[config.mk]
export PLATFORM = sky130hd
export DESIGN_NAME = mux_nch_reg_flat
export DESIGN_NICKNAME = d
export VERILOG_FILES = /design/src/rtl/mux_nch_reg_pkg.sv /design/src/rtl/mux_nch_reg_if.sv /design/src/rtl/mux_nch_reg_rr_pick.sv /design/src/rtl/mux_nch_reg.sv /design/src/flat_wrapper.sv
export SDC_FILE = /design/constraint.sdc
export NUM_CORES = 1
export LEC_CHECK = 0
export CORE_UTILIZATION = 44
export CTS_CLUSTER_DIAMETER = 50
export DETAILED_ROUTE_END_ITERATION = 7
export PLACE_DENSITY = 0.87
export SYNTH_ARGS = -nofsm -noshare
export SYNTH_HDL_FRONTEND = slang
export SYNTH_SLANG_ARGS = --single-unit
[constraint.sdc]
create_clock -name clk -period 9.4 [get_ports clk]
set_clock_uncertainty 0.1 [all_clocks]
set_input_delay 1.41 -clock clk [delete_from_list [all_inputs] [get_ports clk]]
set_output_delay 1.41 -clock clk [all_outputs]
set_load 0.02 [all_outputs]
[src/rtl/mux_nch_reg_pkg.sv]
`default_nettype none
// ============================================================================
// mux_nch_pkg : shared types and constants for the N:1 registered channel mux
// Rev 1.0
// ============================================================================
package mux_nch_pkg;

  localparam int C_NUM_CH_DEF = 16;
  localparam int C_DATA_W_DEF = 8;

  typedef enum logic {
    MODE_FIXED = 1'b0,
    MODE_SCAN  = 1'b1
  } mode_e;

  // Width of a channel index; never below one bit so ports stay legal.
  function automatic int sel_width(input int n);
    return (n > 1) ? $clog2(n) : 1;
  endfunction

endpackage
`default_nettype wire

[src/rtl/mux_nch_reg_if.sv]
`default_nettype none
// ============================================================================
// mux_nch_reg_if : producer/consumer bundle around the N:1 channel mux
// Rev 1.0
// ============================================================================
interface mux_nch_reg_if
  import mux_nch_pkg::*;
#(
  parameter int NUM_CH = C_NUM_CH_DEF,
  parameter int DATA_W = C_DATA_W_DEF
);
  localparam int SEL_W = sel_width(NUM_CH);

  logic [NUM_CH*DATA_W-1:0] in_data;
  logic [NUM_CH-1:0]        in_valid;
  logic [NUM_CH-1:0]        in_ready;
  mode_e                    mode;
  logic [SEL_W-1:0]         sel;
  logic [DATA_W-1:0]        out_data;
  logic [SEL_W-1:0]         out_ch;
  logic                     out_valid;
  logic                     out_ready;

  modport master (
    output in_data, in_valid, mode, sel, out_ready,
    input  in_ready, out_data, out_ch, out_valid
  );

  modport slave (
    input  in_data, in_valid, mode, sel, out_ready,
    output in_ready, out_data, out_ch, out_valid
  );

endinterface
`default_nettype wire

[src/rtl/mux_nch_reg_rr_pick.sv]
`default_nettype none
// ============================================================================
// rr_pick : combinational round-robin picker, first request at or after ptr
// Rev 1.0
// ============================================================================
module rr_pick
  import mux_nch_pkg::*;
#(
  parameter int NUM_CH = C_NUM_CH_DEF,
  parameter int SEL_W  = sel_width(NUM_CH)
) (
  input  wire logic [NUM_CH-1:0] i_req,
  input  wire logic [SEL_W-1:0]  i_ptr,
  output logic      [SEL_W-1:0]  o_gnt_idx,
  output logic                   o_gnt_any
);
  localparam int              C_SW1 = SEL_W + 1;
  localparam logic [SEL_W:0]  C_NCH = C_SW1'(NUM_CH);

  logic [2*NUM_CH-1:0] w_dbl;
  logic [NUM_CH-1:0]   w_rot;
  logic [SEL_W-1:0]    w_off;
  logic [SEL_W:0]      w_sum;

  // Rotating the doubled vector puts ptr at bit 0, so a plain LSB-first
  // priority encode yields the distance to the next requester.
  assign w_dbl = {i_req, i_req};
  assign w_rot = w_dbl[i_ptr +: NUM_CH];

  always_comb begin
    w_off = '0;
    for (int k = NUM_CH - 1; k >= 0; k--) begin
      if (w_rot[k]) begin
        w_off = SEL_W'(k);
      end
    end
  end

  assign w_sum     = {1'b0, i_ptr} + {1'b0, w_off};
  assign o_gnt_idx = (w_sum >= C_NCH) ? SEL_W'(w_sum - C_NCH) : w_sum[SEL_W-1:0];
  assign o_gnt_any = |i_req;

endmodule
`default_nettype wire

[src/rtl/mux_nch_reg.sv]
`default_nettype none
// ============================================================================
// mux_nch_reg : registered N:1 channel mux, fixed-select or round-robin scan
// Rev 1.0
// ============================================================================
module mux_nch_reg
  import mux_nch_pkg::*;
#(
  parameter int NUM_CH = C_NUM_CH_DEF,
  parameter int DATA_W = C_DATA_W_DEF
) (
  input  wire logic     clk,
  input  wire logic     rst,
  mux_nch_reg_if.slave  bus
);
  localparam int               SEL_W  = sel_width(NUM_CH);
  localparam logic [SEL_W-1:0] C_LAST = SEL_W'(NUM_CH - 1);

  logic [DATA_W-1:0] r_data;
  logic [SEL_W-1:0]  r_ch;
  logic              r_valid;
  logic [SEL_W-1:0]  r_ptr;

  logic [SEL_W-1:0]  w_pick_idx;
  logic              w_pick_any;
  logic              w_fix_ok;
  logic [SEL_W-1:0]  w_ch;
  logic              w_has;
  logic              w_can_load;
  logic [NUM_CH-1:0] w_ready;
  logic [DATA_W-1:0] w_din;
  logic              w_xfer;

  rr_pick #(
    .NUM_CH (NUM_CH),
    .SEL_W  (SEL_W)
  ) u_rr_pick (
    .i_req     (bus.in_valid),
    .i_ptr     (r_ptr),
    .o_gnt_idx (w_pick_idx),
    .o_gnt_any (w_pick_any)
  );

  // Only non-power-of-2 channel counts can see an out-of-range select.
  if (NUM_CH == (1 << SEL_W)) begin : g_full_sel
    assign w_fix_ok = 1'b1;
  end else begin : g_part_sel
    assign w_fix_ok = (bus.sel <= C_LAST);
  end

  assign w_can_load = !r_valid || bus.out_ready;

  always_comb begin
    w_ch  = bus.sel;
    w_has = w_fix_ok;
    if (bus.mode == MODE_SCAN) begin
      w_ch  = w_pick_idx;
      w_has = w_pick_any;
    end
  end

  always_comb begin
    w_ready = '0;
    w_din   = '0;
    for (int i = 0; i < NUM_CH; i++) begin
      if (w_ch == SEL_W'(i)) begin
        w_ready[i] = w_has && w_can_load && !rst;
        w_din      = bus.in_data[i*DATA_W +: DATA_W];
      end
    end
  end

  assign w_xfer = |(w_ready & bus.in_valid);

  always_ff @(posedge clk) begin
    if (rst) begin
      r_data  <= '0;
      r_ch    <= '0;
      r_valid <= 1'b0;
      r_ptr   <= '0;
    end else if (w_xfer) begin
      r_data  <= w_din;
      r_ch    <= w_ch;
      r_valid <= 1'b1;
      if (bus.mode == MODE_SCAN) begin
        r_ptr <= (w_ch == C_LAST) ? '0 : w_ch + SEL_W'(1);
      end
    end else if (bus.out_ready) begin
      r_valid <= 1'b0;
    end
  end

  assign bus.in_ready  = w_ready;
  assign bus.out_data  = r_data;
  assign bus.out_ch    = r_ch;
  assign bus.out_valid = r_valid;

endmodule
`default_nettype wire

[src/flat_wrapper.sv]
// flat-port wrapper written by rule: the top's interface ports become plain ports
module mux_nch_reg_flat import mux_nch_pkg::*;
#(
  parameter int NUM_CH = C_NUM_CH_DEF,
  parameter int DATA_W = C_DATA_W_DEF
)
  (clk, rst, bus_in_data, bus_in_valid, bus_mode, bus_sel, bus_out_ready, bus_in_ready, bus_out_data, bus_out_ch, bus_out_valid);
  mux_nch_reg_if #(.NUM_CH(NUM_CH), .DATA_W(DATA_W)) bus_i ();
  input  wire logic clk;
  input  wire logic rst;
  input wire logic [$bits(bus_i.in_data)-1:0] bus_in_data;
  input wire logic [$bits(bus_i.in_valid)-1:0] bus_in_valid;
  input wire logic [$bits(bus_i.mode)-1:0] bus_mode;
  input wire logic [$bits(bus_i.sel)-1:0] bus_sel;
  input wire logic [$bits(bus_i.out_ready)-1:0] bus_out_ready;
  output wire logic [$bits(bus_i.in_ready)-1:0] bus_in_ready;
  output wire logic [$bits(bus_i.out_data)-1:0] bus_out_data;
  output wire logic [$bits(bus_i.out_ch)-1:0] bus_out_ch;
  output wire logic [$bits(bus_i.out_valid)-1:0] bus_out_valid;
  assign bus_i.in_data = bus_in_data;
  assign bus_i.in_valid = bus_in_valid;
  assign bus_i.mode = bus_mode;
  assign bus_i.sel = bus_sel;
  assign bus_i.out_ready = bus_out_ready;
  assign bus_in_ready = bus_i.in_ready;
  assign bus_out_data = bus_i.out_data;
  assign bus_out_ch = bus_i.out_ch;
  assign bus_out_valid = bus_i.out_valid;
  mux_nch_reg #(.NUM_CH(NUM_CH), .DATA_W(DATA_W)) u_core (.clk(clk), .rst(rst), .bus(bus_i));
endmodule
## After elaboration in Yosys (flattened, before gate mapping)

Cells that the tools add are included.

- $add $sub $neg: 3
- Magnitude comparators: 1
- Eq/ne operators: 15
- Shift-type cells: 1
- Mux-type cells: 54
- Bitwise gates (word level): 1
- Reductions and logical operators: 10

Operator list:

| cell | count |
|---|---|
| $mux W8 | 16 |
| $mux W4 | 19 |
| $eq A4 B4 Y1 const B | 8 |
| $reduce_or A16 Y1 | 2 |
| $shiftx A32 B5 Y16 | 1 |
| $mux W1 | 19 |
| $and A16 B16 Y16 | 1 |
| $eq A4 B3 Y1 const B | 4 |
| $eq A4 B2 Y1 const B | 2 |
| $add A4 B4 Y5 | 1 |
| $ge A5 B5 Y1 const B | 1 |
| $add A4 B1 Y4 const B | 1 |
| $eq A4 B1 Y1 const B | 1 |
| $logic_not A4 Y1 | 1 |
| $sub A4 B1 Y4 const B | 1 |
| $logic_and A1 B1 Y1 | 2 |
| $logic_not A1 Y1 | 2 |
| $reduce_and A2 Y1 | 1 |
| $reduce_bool A2 Y1 | 1 |
| $logic_or A1 B1 Y1 | 1 |

- Register bits: 17
- Input port bits: 152
- Output and inout bits: 29
- Word-level logic and storage cells: 89

## Logic depth before layout (Yosys ltp)

- Word-level depth: 38
- Depth in mapped cells: 30

## Cells and area by module

A second synthesis with hierarchy kept.

- Cells, all modules: 419
- Area, all modules: 3582.2 um^2

By module, submodules not included:

| module | times used | cells each | area each (um^2) | sequential area each (um^2) |
|---|---|---|---|---|
| mux_nch_reg | 1 | 320 | 2397.3 | 340.3 |
| rr_pick | 1 | 99 | 1184.9 | 0.0 |

## Worst setup path before layout

Ideal clock, no wire load.

- Path kind: input to output
- Start: in bus_in_valid[14]
- End: out bus_in_ready[3]
- Data arrival time: 5965 ps
- Required time: 7890 ps
- Slack: 1925 ps
- Cell stages on the path: 21
- Buffers on the path: 3
- Path through: mux4_2 and3_1 a211o_1 a32oi_1 o21a_1 nand2b_1 a311o_1 a21boi_0 o31ai_1 a32o_1 ha_1 inv_1 fa_1 a21o_1 inv_1 ha_1 clkbuf_1 buf_1 clkbuf_1 nand2_1 nor2_1

- Word-level cells in the longest chain between the ends: 23
- Elaborated cells on any way between the ends: 28
- Classes of those cells: add/sub: 2; order compare: 1; eq/ne: 1; shift: 1; mux: 20; reduce/logical: 3

RTL lines:

| element | line | text |
|---|---|---|
| start, declared | flat_wrapper.sv:12 | `input wire logic [$bits(bus_i.in_valid)-1:0] bus_in_valid;` |
| $shiftx A32 B5 Y16 (*) | mux_nch_reg_rr_pick.sv:28 | `assign w_rot = w_dbl[i_ptr +: NUM_CH];` |
| $mux W4 (15 in series) | mux_nch_reg_rr_pick.sv:33 | `if (w_rot[k]) begin` |
| $mux W4 (*) | mux_nch_reg_rr_pick.sv:33 |  |
| $add A4 B4 Y5 (*) | mux_nch_reg_rr_pick.sv:39 | `assign w_sum = {1'b0, i_ptr} + {1'b0, w_off};` |
| $sub A4 B1 Y4 or $ge A5 B5 Y1 (tied branches) | mux_nch_reg_rr_pick.sv:40 | `assign o_gnt_idx = (w_sum >= C_NCH) ? SEL_W'(w_sum - C_NCH) : w_sum[SEL_W-1:0];` |
| $mux W4 (*) | mux_nch_reg_rr_pick.sv:40 |  |
| $mux W4 (*) | mux_nch_reg.sv:56 | `if (bus.mode == MODE_SCAN) begin` |
| named net u_core.w_ch[1] | mux_nch_reg.sv:27 | `logic [SEL_W-1:0] w_ch;` |
| $eq A4 B2 Y1 (*) | mux_nch_reg.sv:66 | `if (w_ch == SEL_W'(i)) begin` |
| $mux W1 (*) | mux_nch_reg.sv:66 |  |
| end, declared | flat_wrapper.sv:16 | `output wire logic [$bits(bus_i.in_ready)-1:0] bus_in_ready;` |

Mark *: on every way through the listed nets, which the timed path passes. The rest lies on a longest branch.

## Worst setup path in the final report

- Start: in bus_in_valid[2]
- End: out bus_in_ready[8]

- Word-level cells in the longest chain between the ends: 23
- Elaborated cells on any way between the ends: 28
- Classes of those cells: add/sub: 2; order compare: 1; eq/ne: 1; shift: 1; mux: 20; reduce/logical: 3

RTL lines:

| element | line |
|---|---|
| $shiftx A32 B5 Y16 | mux_nch_reg_rr_pick.sv:28 |
| $mux W4 (16 in series) | mux_nch_reg_rr_pick.sv:33 |
| $add A4 B4 Y5 | mux_nch_reg_rr_pick.sv:39 |
| $sub A4 B1 Y4 or $ge A5 B5 Y1 (tied branches) | mux_nch_reg_rr_pick.sv:40 |
| $mux W4 | mux_nch_reg_rr_pick.sv:40 |
| $mux W4 | mux_nch_reg.sv:56 |
| $eq A4 B4 Y1 | mux_nch_reg.sv:66 |
| $mux W1 (*) | mux_nch_reg.sv:66 |

Mark *: on every way between the ends. The rest lies on a longest branch, timed or not.

==> results.txt <==
# IOs - 181
Fin crit share - 95.13%
Chip width - 92.62 um
Crit path required time - 7890 ps
CTS buffer count - 3
GP Congestion - 0.9713
Synth area leader - dfxtp_1
Antenna viol nets, final - 0
Fin Setup TNS - 0 ps
Netlist cell types - 73
Peak supply drop - 158.1 uV
Iteration-0 DRC Markers - 474
Setup ws final - 457.9 ps
Number of nets in the final layout - 837
WL final - 16630 um
CTS tree - built
Ys async rst share - 0%
Seq cells post-synth - 17
DR vias - 5161
Synth top area share - 9.418%
Leakage power - 1.906 nW
Max cap viols - 0
Die area - 8578 um^2
# clock sinks - 17
Startpoint class of the critical path - input port
Worst setup EP type - output port
DP Cell Count - 774
Post-synth EDFFs - 0
Min-Delay Path Class - reg2reg
Most common cell in the netlist - nor2_1
Worst-Margin Slew - 1106 ps
First-pass GRT wire length - 25360 um
Clk Latency, worst-skew pair - 260 ps
Router iterations before antenna repair - 6
Crit Path Max Fanout - 16
Number of remaining DRC errors - 0
Largest net degree at the start of global routing - 54
Post-Synthesis Cells - 525
Synth Area per Inst - 6.883 um^2
WL per Instance - 21.38 um
Area Overhead vs Synth - 51.59%
CTS Root Cell - clkbuf_8
Vias in the first global route - 5049
Ant. Diodes - 0
Outcome - finished, final reports clean
Core area - 7848 um^2
Port Buf Inserts - 180
Post-CTS Setup Inserts - 0
Std cell rows - 32
Net Count, Synth - 685
Fmax - 0.1118 GHz
Post-Layout Cell Count - 778
Starting density of the core - 46.05%
Top_reg_cell synth - dfxtp_1
Post-layout min period - 8942 ps
Commonest cells post-synth - nor2_1, nand2_1, a21oi_1, o21ai_0, clkbuf_1
Clock slew at reported path FFs - 70 ps
Synth warnings - 0
Final hold vios - 0
Most area-consuming cells after synthesis - dfxtp_1, mux2i_1, nor2_1
CTS Buffer Depth - 2
Height of the die - 92.62 um
DPL Wire Length - 13090 um
Kind of critical path - in2out
Share of layout cells above drive strength 1 - 7.249%
Post-synthesis cell area - 3613 um^2
Seq/Total Area, Yosys - 9.418%
Max_slew headroom - 26.18%
H-tree Lvls - 1
PwrDens - 344.8 nW/um^2
Crit path DAT - 7430 ps
Final setup vio count - 0
Grt ovf - 0
Setup WS pre-CTS - 569.8 ps
Initial antenna violation count - 0
Unrepaired setup endpoints after global routing - no
Slew Viols, Final - 0
GRT Overall Usage - 37.47%
Post-DR vias/cell - 6.634
-- stage by stage --
step | hold slack [ps] | util [%] | instance area [um^2] | power (mW)
detailed placement | 378.5 | 69.16 | 5428 | 1.776
finish | 380.9 | 69.80 | 5478 | 1.888
CTS | 380.4 | 69.75 | 5474 | 1.841
floorplan | 449.1 | - | 3613 | 1.322
global placement | 370.2 | 69.16 | 5428 | 1.754
global route | 411.7 | 69.80 | 5478 | 2.018
-- layer usage --
metal  vias to the layer above  GRT usage (%)  routed length, um
li1                       2342              -                  -
met5                         -              0                  0
met4                         0          21.67                995
met3                        79          5.255               1459
met2                       369          65.99               7999
met1                      2371          43.06               6180
-- flip-flops by register name, summed over array words and instances (netlist names) --
signal and cells:
u_core.r_ptr 4, u_core.bus.out_ch 4, u_core.bus.out_data 8, u_core.bus.out_valid 1
-- cells by family (layout without fill, tap and decap cells) --
| group | Yosys count | count (layout) | share of synthesized area [%] |
|---|---|---|---|
| and+or+nand+nor | 157 | 157 | 19.53 |
| AOI/OAI and AO/OA | 232 | 232 | 45.15 |
| DFF | 17 | 17 | 9.418 |
| buffers and inverters | 70 | 221 | 8.448 |
| adders and majority gates | 9 | 9 | 3.289 |
| muxes | 36 | 36 | 12.67 |
| xor gates and xnor gates | 4 | 4 | 1.489 |
-- final timing paths --
check	cells past startpoint	end	slack, ps	startpoint
worst max-delay path	22	bus_in_ready[8]	460	bus_in_valid[2]
worst min-delay path	2	u_core.bus.out_data[6]	380	u_core.bus.out_data[6]
worst max register to register	29	u_core.bus.out_data[6]	1960	u_core.r_ptr[2]
worst min register to register	2	u_core.bus.out_data[6]	380	u_core.bus.out_data[6]
-- cells in the final DEF, fill, tap and decap left out, types with 4 or more instances in the layout --
master	count
a31oi_1	5
clkdlybuf4s50_1	180
a211oi_1	13
dfxtp_1	17
o211ai_1	6
nor2_1	57
buf_4	12
mux2i_1	22
nand2_1	53
ha_1	6
a32oi_1	4
a21o_1	4
o22ai_1	29
o221ai_1	6
nand2b_1	5
mux4_2	7
nor3_1	5
a21oi_1	40
a221oi_1	6
nand3_1	9
mux2_2	4
a211o_1	5
a221o_1	9
a22oi_1	14
o21ai_0	41
o32ai_1	8
and3_1	5
nor4_1	7
inv_1	23
-- power by group --
group	internal (mW)	total (mW)	switching (mW)
Combinational	0.673	1.68	1.01
Clock	0.0295	0.0571	0.0276
Sequential	0.0987	0.150	0.0508
-- layout make-up --
class / instances / area, um^2
clock buffers: 3 / 41.29
clock inverters: 1 / 5.005
fillers: 677 / 2370
inverters: 25 / 93.84
multi-input cells: 438 / 2978
flip-flops and latches: 17 / 340.3
well taps: 102 / 127.6
repair buffers: 192 / 1892
-- timing repair --
item	4_1_cts	5_1_grt
resized for setup	0	1
setup endpoints to repair	0	4
hold buffers	0	0
-- worst max-delay path: stages --
cell and delay (ps):
clkdlybuf4s50_1 540, mux4_2 600, mux2i_1 290, nand2_1 110, nor4_1 290, nor4_1 80
o21a_1 160, a211oi_1 250, a311o_1 140, a21boi_0 100, o31ai_1 240, a32o_1 200
ha_1 170, inv_1 60, fa_1 400, xor2_1 420, nor2_1 200, a21oi_2 320
buf_4 290, nand2_1 320, nor2_1 190, clkdlybuf4s50_1 620
Note: power is estimated with default switching activity, not from simulation.
